--- src/rtl/barrier_types.sv ---
// Shared barrier types: release event record and wake walker states.
package barrier_types;
  localparam int BARRIER_MAX_WARPS = 32;

  typedef struct packed {
    logic [15:0]                  barrier_id;
    logic [9:0]                   block_id;
    logic [BARRIER_MAX_WARPS-1:0] warp_mask;
  } barrier_release_t;

  typedef enum logic {WAKE_IDLE, WAKE_ACTIVE} wake_state_e;
endpackage

--- src/rtl/barrier_release_fifo.sv ---
// Synchronous FIFO of barrier release records; head entry is visible while not empty.
module barrier_release_fifo
  import barrier_types::*;
#(
  parameter int DEPTH = 4
) (
  input  logic             clk,
  input  logic             rst_n,
  input  logic             push_i,
  input  barrier_release_t push_data_i,
  input  logic             pop_i,
  output barrier_release_t head_o,
  output logic             full_o,
  output logic             empty_o
);
  localparam int AW = $clog2(DEPTH);

  logic [AW-1:0]    wr_ptr_q, rd_ptr_q;
  logic [AW:0]      count_q;
  barrier_release_t mem_q [DEPTH];
  logic             push_ok, pop_ok;

  assign full_o  = (count_q == (AW+1)'(DEPTH));
  assign empty_o = (count_q == '0);
  assign push_ok = push_i && !full_o;
  assign pop_ok  = pop_i && !empty_o;
  assign head_o  = mem_q[rd_ptr_q];

  always_ff @(posedge clk or negedge rst_n) begin
    if (!rst_n) begin
      wr_ptr_q <= '0;
      rd_ptr_q <= '0;
      count_q  <= '0;
    end else begin
      if (push_ok) wr_ptr_q <= wr_ptr_q + AW'(1);
      if (pop_ok)  rd_ptr_q <= rd_ptr_q + AW'(1);
      case ({push_ok, pop_ok})
        2'b10:   count_q <= count_q + (AW+1)'(1);
        2'b01:   count_q <= count_q - (AW+1)'(1);
        default: count_q <= count_q;
      endcase
    end
  end

  // Storage needs no reset: entries are only read after being written.
  always_ff @(posedge clk) begin
    if (push_ok) mem_q[wr_ptr_q] <= push_data_i;
  end
endmodule

--- src/rtl/barrier_wake_dispatcher.sv ---
// Buffers barrier releases and serialises each warp mask into per-warp wake events.
// Define BARRIER_WAKE_STATS_EN to build the wake/empty-release statistics counters.
module barrier_wake_dispatcher
  import barrier_types::*;
#(
  parameter int WARPS_PER_BLOCK = 32,
  parameter int FIFO_DEPTH      = 4
) (
  input  logic                       clk,
  input  logic                       rst_n,
  input  logic [15:0]                rel_barrier_id,
  input  logic [9:0]                 rel_block_id,
  input  logic [WARPS_PER_BLOCK-1:0] rel_warp_mask,
  input  logic                       rel_valid,
  output logic                       rel_ready,
  output logic [15:0]                wake_barrier_id,
  output logic [9:0]                 wake_block_id,
  output logic [5:0]                 wake_warp_id,
  output logic                       wake_valid,
  input  logic                       wake_ready,
  output logic                       busy,
  output logic [31:0]                wake_count,
  output logic [31:0]                empty_release_count,
  output wake_state_e                dbg_state
);
  // Handshakes: a transfer happens on a rising edge where valid && ready;
  // valid and payload never depend combinationally on ready.

  function automatic logic [5:0] lowest_set(input logic [WARPS_PER_BLOCK-1:0] m);
    logic [5:0] idx;
    idx = '0;
    for (int i = WARPS_PER_BLOCK - 1; i >= 0; i--)
      if (m[i]) idx = 6'(i);
    return idx;
  endfunction

  barrier_release_t            push_data, fifo_head;
  logic                        fifo_full, fifo_empty, fifo_pop;
  logic [WARPS_PER_BLOCK-1:0]  head_mask, remaining;
  logic                        wake_hs;

  wake_state_e                 state_q, state_d;
  logic [15:0]                 cur_barrier_q, cur_barrier_d;
  logic [9:0]                  cur_block_q, cur_block_d;
  logic [WARPS_PER_BLOCK-1:0]  cur_mask_q, cur_mask_d;
  logic [5:0]                  warp_q, warp_d;

  assign push_data.barrier_id = rel_barrier_id;
  assign push_data.block_id   = rel_block_id;
  assign push_data.warp_mask  = BARRIER_MAX_WARPS'(rel_warp_mask);
  assign head_mask            = WARPS_PER_BLOCK'(fifo_head.warp_mask);

  barrier_release_fifo #(.DEPTH(FIFO_DEPTH)) u_fifo (
    .clk         (clk),
    .rst_n       (rst_n),
    .push_i      (rel_valid),
    .push_data_i (push_data),
    .pop_i       (fifo_pop),
    .head_o      (fifo_head),
    .full_o      (fifo_full),
    .empty_o     (fifo_empty)
  );

  assign wake_hs   = (state_q == WAKE_ACTIVE) && wake_ready;
  assign remaining = cur_mask_q & (cur_mask_q - WARPS_PER_BLOCK'(1));

  always_comb begin
    state_d       = state_q;
    cur_barrier_d = cur_barrier_q;
    cur_block_d   = cur_block_q;
    cur_mask_d    = cur_mask_q;
    warp_d        = warp_q;
    fifo_pop      = 1'b0;
    // Loading happens from IDLE or on the final wake of a mask, so queued releases run back-to-back.
    if (state_q == WAKE_IDLE || (wake_hs && remaining == '0)) begin
      state_d    = WAKE_IDLE;
      cur_mask_d = '0;
      if (!fifo_empty) begin
        fifo_pop   = 1'b1;
        cur_mask_d = head_mask;
        if (head_mask != '0) begin
          state_d       = WAKE_ACTIVE;
          cur_barrier_d = fifo_head.barrier_id;
          cur_block_d   = fifo_head.block_id;
          warp_d        = lowest_set(head_mask);
        end
      end
    end else if (wake_hs) begin
      cur_mask_d = remaining;
      warp_d     = lowest_set(remaining);
    end
  end

  always_ff @(posedge clk or negedge rst_n) begin
    if (!rst_n) begin
      state_q       <= WAKE_IDLE;
      cur_barrier_q <= '0;
      cur_block_q   <= '0;
      cur_mask_q    <= '0;
      warp_q        <= '0;
    end else begin
      state_q       <= state_d;
      cur_barrier_q <= cur_barrier_d;
      cur_block_q   <= cur_block_d;
      cur_mask_q    <= cur_mask_d;
      warp_q        <= warp_d;
    end
  end

  assign rel_ready       = !fifo_full;
  assign wake_valid      = (state_q == WAKE_ACTIVE);
  assign wake_barrier_id = cur_barrier_q;
  assign wake_block_id   = cur_block_q;
  assign wake_warp_id    = warp_q;
  assign busy            = !fifo_empty || wake_valid;
  assign dbg_state       = state_q;

`ifdef BARRIER_WAKE_STATS_EN
  logic [31:0] wake_cnt_q, empty_cnt_q;
  logic        zero_pop;

  assign zero_pop = fifo_pop && (head_mask == '0);

  always_ff @(posedge clk or negedge rst_n) begin
    if (!rst_n) begin
      wake_cnt_q  <= '0;
      empty_cnt_q <= '0;
    end else begin
      if (wake_hs)  wake_cnt_q  <= wake_cnt_q + 32'd1;
      if (zero_pop) empty_cnt_q <= empty_cnt_q + 32'd1;
    end
  end

  assign wake_count          = wake_cnt_q;
  assign empty_release_count = empty_cnt_q;
`else
  assign wake_count          = 32'h0;
  assign empty_release_count = 32'h0;
`endif
endmodule

--- config.mk ---
export PLATFORM = sky130hd
export DESIGN_NAME = barrier_wake_dispatcher
export DESIGN_NICKNAME = d
export VERILOG_FILES = /design/src/rtl/barrier_types.sv /design/src/rtl/barrier_release_fifo.sv /design/src/rtl/barrier_wake_dispatcher.sv
export SDC_FILE = /design/constraint.sdc
export NUM_CORES = 1
export LEC_CHECK = 0
export ABC_AREA = 1
export CAP_MARGIN = 20
export CORE_UTILIZATION = 40
export CTS_CLUSTER_DIAMETER = 80
export DETAILED_ROUTE_END_ITERATION = 10
export GPL_TIMING_DRIVEN = 0
export SYNTH_ARGS = -nofsm -noshare
export SYNTH_HDL_FRONTEND = slang
export SYNTH_SLANG_ARGS = --single-unit
--- constraint.sdc ---
create_clock -name clk -period 4 [get_ports clk]
set_input_delay 0.4 -clock clk [delete_from_list [all_inputs] [get_ports clk]]
set_output_delay 0.4 -clock clk [all_outputs]
set_load 0.005 [all_outputs]
# ---- Word-level counts from Yosys, hierarchy flattened
# Memory sizes are Yosys's and may differ from the RTL's.
# Cells that the tools add are included.
dict set report word_totals {
  reg_bits 72
  ram_bits 232
  output_inout_bits 100
  n_memories 1
}
dict set report classes {
  add_sub_neg 5
  eq_ne 5
  muxes 78
  bitwise 3
  n_reduce_logical 15
}
# memory words word_bits read_ports rd_ports_with_merged_regs wr line
set memory_table {}
lappend memory_table {u_fifo.mem_q 4 58 1 0 1 barrier_release_fifo.sv:20} ;# barrier_release_t mem_q [DEPTH];
# operator n
set ops {}
lappend ops {{2-to-1 mux 6 bit} 66}
lappend ops {{2-to-1 mux 32 bit} 3}
lappend ops {{bitwise AND 32 bit} 1}
lappend ops {{zero test 32 bit} 1}
lappend ops {{nonzero test 32 bit} 1}
lappend ops {{subtractor 32 x 1 -> 32 bit (second input constant)} 1}
lappend ops {{2-to-1 mux 5 bit} 2}
lappend ops {{2-to-1 mux 1 bit} 6}
lappend ops {{one-hot mux 3 bit (2 select lines)} 1}
lappend ops {{AND reduction 3 bit} 2}
lappend ops {{adder 2 x 1 -> 2 bit (second input constant)} 2}
lappend ops {{logical AND 1 bit} 4}
lappend ops {{nonzero test 2 bit} 2}
lappend ops {{adder 3 x 1 -> 3 bit (second input constant)} 1}
lappend ops {{== test 3 bit (second input constant)} 1}
lappend ops {{zero test 3 bit} 1}
lappend ops {{subtractor 3 x 1 -> 3 bit (second input constant)} 1}
lappend ops {{== test 2 x 1 -> 1 bit (second input constant)} 1}
lappend ops {{== test 2 bit (second input constant)} 1}
lappend ops {{zero test 1 bit} 2}
lappend ops {{logical OR 1 bit} 2}
lappend ops {{!= test 2 x 1 -> 1 bit (second input constant)} 1}
lappend ops {{!= test 2 bit (second input constant)} 1}
lappend ops {{NOT 1 bit} 2}

# ---- Depth between registers and ports, before layout
dict set report logic_depth {
  word_depth 36
  mapped_depth 36
}

# ---- Cells and area by module
# From an unflattened synthesis, not the netlist that was laid out.
dict set report hier_totals {
  hier_cells 1439
  hier_area_um2 14622.8
}
# module instances cells_per_inst area_per_inst_um2
set by_module_without_submodules {}
lappend by_module_without_submodules {barrier_release_fifo 1 738 10040.9}
lappend by_module_without_submodules {barrier_wake_dispatcher 1 701 4581.9}

# ---- Worst setup path before layout
# OpenSTA, ideal clock, no wires.
dict set report synth_path {
  path_type {reg-to-reg}
  start {register u_fifo.count_q[0]}
  end {memory u_fifo.mem_q[0][0] (netlist bit) (enable)}
  arrival_ns 3.168
  required_ns 3.526
  setup_slack_ns 0.357
  path_stages_with_launch 5
  n_path_buf 0
  synth_period_minus_slack_ns 3.643
  cell_sequence {dfrtp_1 > inv_1 > nand3_1 > nand2_1 > nor2_1}
}
dict set report synth_via {
  elab_chain_cells 5
}
# item line
set synth_lines {}
lappend synth_lines {{from (decl)} barrier_release_fifo.sv:19} ;# logic [AW:0] count_q;
lappend synth_lines {{from (signal assigned)} barrier_release_fifo.sv:38} ;# 2'b10: count_q <= count_q + (AW+1)'(1);
lappend synth_lines {{from (signal assigned)} barrier_release_fifo.sv:39} ;# 2'b01: count_q <= count_q - (AW+1)'(1);
lappend synth_lines {{from (signal assigned)} barrier_release_fifo.sv:40} ;# default: count_q <= count_q;
lappend synth_lines {{== test 3 bit} barrier_release_fifo.sv:23} ;# assign full_o = (count_q == (AW+1)'(DEPTH));
lappend synth_lines {{zero test 1 bit} --}
lappend synth_lines {{via rel_ready} barrier_wake_dispatcher.sv:15} ;# output logic rel_ready,
lappend synth_lines {{logical AND 1 bit} barrier_release_fifo.sv:25} ;# assign push_ok = push_i && !full_o;
lappend synth_lines {{2-to-1 mux 1 bit} barrier_release_fifo.sv:47} ;# if (push_ok) mem_q[wr_ptr_q] <= push_data_i;
lappend synth_lines {{2-to-1 mux 1 bit (not written as such)} barrier_release_fifo.sv:47}
lappend synth_lines {{to (decl)} barrier_release_fifo.sv:20}
# The timed path passes the listed nets, and every way through them passes these cells.

# ---- Worst setup path in the final report
dict set report layout_path {
  start {register cur_mask_q[4]}
  end {register u_fifo.count_q[2]}
}
dict set report layout_via {
  elab_chain_cells 9
}
# item line
set layout_lines {}
lappend layout_lines {{from (decl)} barrier_wake_dispatcher.sv:45} ;# logic [WARPS_PER_BLOCK-1:0] cur_mask_q, cur_mask_d;
lappend layout_lines {{from (signal assigned)} barrier_wake_dispatcher.sv:105} ;# cur_mask_q <= cur_mask_d;
lappend layout_lines {{subtractor 32 x 1 -> 32 bit} barrier_wake_dispatcher.sv:65} ;# assign remaining = cur_mask_q & (cur_mask_q - WARPS_PER_BLOCK'(1));
lappend layout_lines {{bitwise AND 32 bit *} barrier_wake_dispatcher.sv:65}
lappend layout_lines {{zero test 32 bit *} barrier_wake_dispatcher.sv:75} ;# if (state_q == WAKE_IDLE || (wake_hs && remaining == '0)) begin
lappend layout_lines {{logical AND 1 bit *} barrier_wake_dispatcher.sv:75}
lappend layout_lines {{logical OR 1 bit *} barrier_wake_dispatcher.sv:75}
lappend layout_lines {{2-to-1 mux 1 bit *} barrier_wake_dispatcher.sv:75}
lappend layout_lines {{logical AND 1 bit *} barrier_release_fifo.sv:26} ;# assign pop_ok = pop_i && !empty_o;
lappend layout_lines {{== test 2 x 1 -> 1 bit / == test 2 bit (equally long branches)} barrier_release_fifo.sv:37} ;# case ({push_ok, pop_ok})
lappend layout_lines {{one-hot mux 3 bit (2 select lines) / nonzero test 2 bit (equally long branches)} --}
# Mark *: on every way between the ends. The rest lies on a longest branch, timed or not.
# A chain may end at the register's enable or synchronous reset.

==> impl_results.md <==
- Tmin final: approximately 3.6 ns
- Max-slew violation count: 0
- Pre-antenna DRT Iters: 5
- Filler instances: approximately 3000
- Final setup viols: 0
- Via Count: around 9700
- Drt first-iter violations: 580
- Post-synthesis cell count: 1310
- Placed Area: ~16000 sq um
- Ant diodes: 0
- Clock sinks: between 300 and 400
- Global-route wire length before repair: 52000 um
- Bufs on Longest Clock Path: 3
- CP endpoint kind: flip-flop
- Seq cells post-synth: a little over 300
- Area growth syn-to-layout: 22.8%
- CTS root buf: clkbuf_16
- Power per cell area: between 500 and 600 nW/um^2
- Status: finished, final reports clean
- CP Class: flip-flop to flip-flop
- Sequential share of the synthesized area: 0.643
- Die Width: roughly 190 um
- CTS tree: yes
- GPL Wtd Cong: around 0.9
- Synth Area in Adders: 0.00607
- EDFF count, synth: approximately 230
- Final wirelength: 33100 um
- Final core occ: 0.499
- Critical Path AT: 4.07 ns
- Slew HR: 0.352
- Mean Syn Cell Area: 10.4 sq um
- Vias per inst: between 4 and 5
- Ys Warns: 0
- Post-synthesis mux area share: 0
- RSZ-0062 raised after global routing: no
- CTS Buf Count: 31
- Number of distinct library cells after synthesis: 44
- Setup TNS after final layout: 0 ns
- Post-cts resize count: 0
- Max cap viols: 0
- Final net count: around 1600
- Core Region: about 33000 sq um
- Asr flop ratio synth: 0.234
- Worst Max-Slew Pin Slew: ~0.96 ns
- Post-route DRC: 0
- Die area: 34700 sq um
- VDD IR max: 0.000375 V
- DP Wirelength: ~23000 um
- I/O pins: between 150 and 200
- Final instance area: approximately 17000 sq um
- Initial antenna violation count: 3
- Cell Rows: 67
- Depth of the CTS H-tree: 1
- Main combinational cell family by area after synthesis: simple AND/OR/NAND/NOR gates
- Reg clk slew, reported paths: ~0.06 ns
- Post-DRT Antenna Nets: 0
- Vias in the first global route: between 9000 and 10000
- Highest clock rate: ~280 MHz
- Largest net degree at the start of global routing: 50
- Fin. Hold Viols: 0
- Worst hold-check path type: input pin to asynchronous set/reset pin
- Grt total ovfl: 0
- Worst setup SP type: flip-flop
- Overall Global Routing Usage: 0.189
- Wirelength per Cell: about 17 um
- Most used DFF post-synth: edfxtp_1
- Number of port buffers: between 90 and 100
- Die Y-Extent: between 150 and 200 um
- WP data required: approximately 4.5 ns
- Clock skew: 0.0108 ns
- Min Hold Slack: ~0.29 ns
- Peak fanout along the critical path: 12
- Fraction of the mapped netlist area in simple logic gates: 0.177
- Post-Syn Area: roughly 14000 sq um
- Final period utilization: 0.905
- Layout cells sized above 1: 0.122
- Initial Utilization: 0.407
- Cell leakage power: around 0.0065 uW
- Post-synthesis compound-gate area fraction: 0.0976
- Postcts setup bufs: 0
- Post-synthesis xor/xnor area fraction: 0.00322
- Clock latency on the worst-skew pair: between 0.5 and 0.6 ns
==> cell type report <==
class / count / area (sq um) / area share
Clock inverter: 20 / 325 / 0.0195
Buffer: 119 / 718 / 0.0430
Timing Repair Buffer: 106 / 1160 / 0.0692
Sequential cell: 303 / 8740 / 0.523
Clock buffer: 37 / 798 / 0.0478
Inverter: 70 / 268 / 0.0160
Multi-Input combinational cell: 881 / 4140 / 0.248
Tap cell: 448 / 561 / 0.0336
==> final timing paths <==
kind | startpoint | cells past startpoint | to | slack, ns
worst min register to register | wake_barrier_id[12]$_DFFE_PN0P_ | 2 | wake_barrier_id[12]$_DFFE_PN0P_ | 0.47
worst max-delay path | cur_mask_q[4]$_DFFE_PN0P_ | 21 | u_fifo.count_q[2]$_DFFE_PN0P_ | 0.38
min in group clk | rel_barrier_id[7] | 1 | u_fifo.mem_q[2][49]$_DFFE_PP_ | 0.46
worst max register to register | cur_mask_q[4]$_DFFE_PN0P_ | 21 | u_fifo.count_q[2]$_DFFE_PN0P_ | 0.38
worst min-delay path | rst_n | 2 | dbg_state$_DFFE_PN0N_ | 0.29
max in group asynchronous | rst_n | 3 | wake_barrier_id[0]$_DFFE_PN0P_ | 3.11
==> cell usage after synthesis (all sizes together) (2+ instances only) <==
library cell	n	area [sq um]
a32o	2	20.0
nor2	171	729
xor2	3	26.3
nor3	8	45.0
o22ai	26	163
nand4	2	27.5
clkbuf	31	116
o21ai	77	404
nand3	40	210
o22a	4	35.0
nand2	362	1380
o31ai	2	15.0
a32oi	25	219
xnor2	2	17.5
ha	5	62.6
edfxtp	232	6970
a21oi	58	305
a31oi	23	144
buf	89	606
dfrtp	71	1780
inv	70	268
==> cells by family (layout without fill, tap and decap cells) <==
logic type / after synthesis / count (layout)
simple gates: 585 / 585
compound gates: 220 / 220
other cells: 1 / 65
xor+xnor: 5 / 5
buf+inv: 190 / 352
flops: 303 / 303
fa+ha+maj: 6 / 6
==> repair_timing <==
action                                  in CTS  in global routing
hold buffers                                 1                  0
hold endpoints to repair                    22                  0
endpoints found under the setup margin       1                  0
==> critical path, cell delays in order, from the launching register on <==
cell and delay (ns):
dfrtp_1 0.46, nor2_1 0.21, nand2_1 0.09, nor2_2 0.16, nand2_2 0.15, inv_2 0.09
nand2_2 0.07, o21ai_2 0.19, inv_2 0.05, nor2_2 0.13, nand2_1 0.10, nor3_2 0.18
nand3_2 0.11, nand2_4 0.12, inv_2 0.07, nor2_8 0.22, ha_1 0.19, inv_1 0.07
fa_1 0.43, a21oi_1 0.15, o21ai_0 0.11, xnor2_1 0.13
==> cell usage in the layout (no fill, tap or decap), types with 3 or more instances in the layout <==
cell             instances
nand3_1                 38
inv_1                   63
bufinv_16                8
o21ai_1                  5
o22a_1                   4
xor2_1                   3
o21ai_0                 67
clkdlybuf4s50_1         95
nor2_4                   8
buf_2                   19
clkinv_1                 3
clkbuf_1                36
clkbuf_16               31
conb_1                  65
edfxtp_1               232
nor2_1                 151
dfrtp_1                 71
buf_1                    4
nor2_2                  10
ha_1                     5
clkinv_2                 4
buf_12                   8
buf_4                   67
a31oi_1                 23
nand2_2                  6
o22ai_1                 26
a21oi_1                 56
nand2_1                355
nor3_1                   7
a32oi_1                 25
inv_2                    5
o21ai_2                  5
==> sequential cells by signal (all words and copies together), names as in the netlist <==
signal / flops
wake_block_id: 10
wake_warp_id: 5
dbg_state: 1
u_fifo.count_q: 3
u_fifo.rd_ptr_q: 2
u_fifo.mem_q: 232
u_fifo.wr_ptr_q: 2
cur_mask_q: 32
wake_barrier_id: 16
==> per-layer routing <==
metal,global-route usage,routed length (um),part of all wire
met3,0.0361,1950,0.059
met4,0.0423,591,0.018
met2,0.324,16100,0.49
met1,0.247,14400,0.44
met5,0,30,0.00091
==> power breakdown <==
part | internal (uW) | switching, uW | leakage, uW
clock | 1950 | 1220 | 0.000546
sequential | 3990 | 177 | 0.00296
combinational | 459 | 801 | 0.00299
==> per-stage QoR <==
stage                     cells  setup WS [ns]  power [uW]
after floorplan            1374          0.357        4970
after global placement     1918          -2.14        5430
after detailed placement   1927       -0.00135        5500
after CTS                  1984          0.317        8670
after global routing       1984         0.0893        8960
final                      1984          0.378        8590
Power figures use the tool's default switching activity.
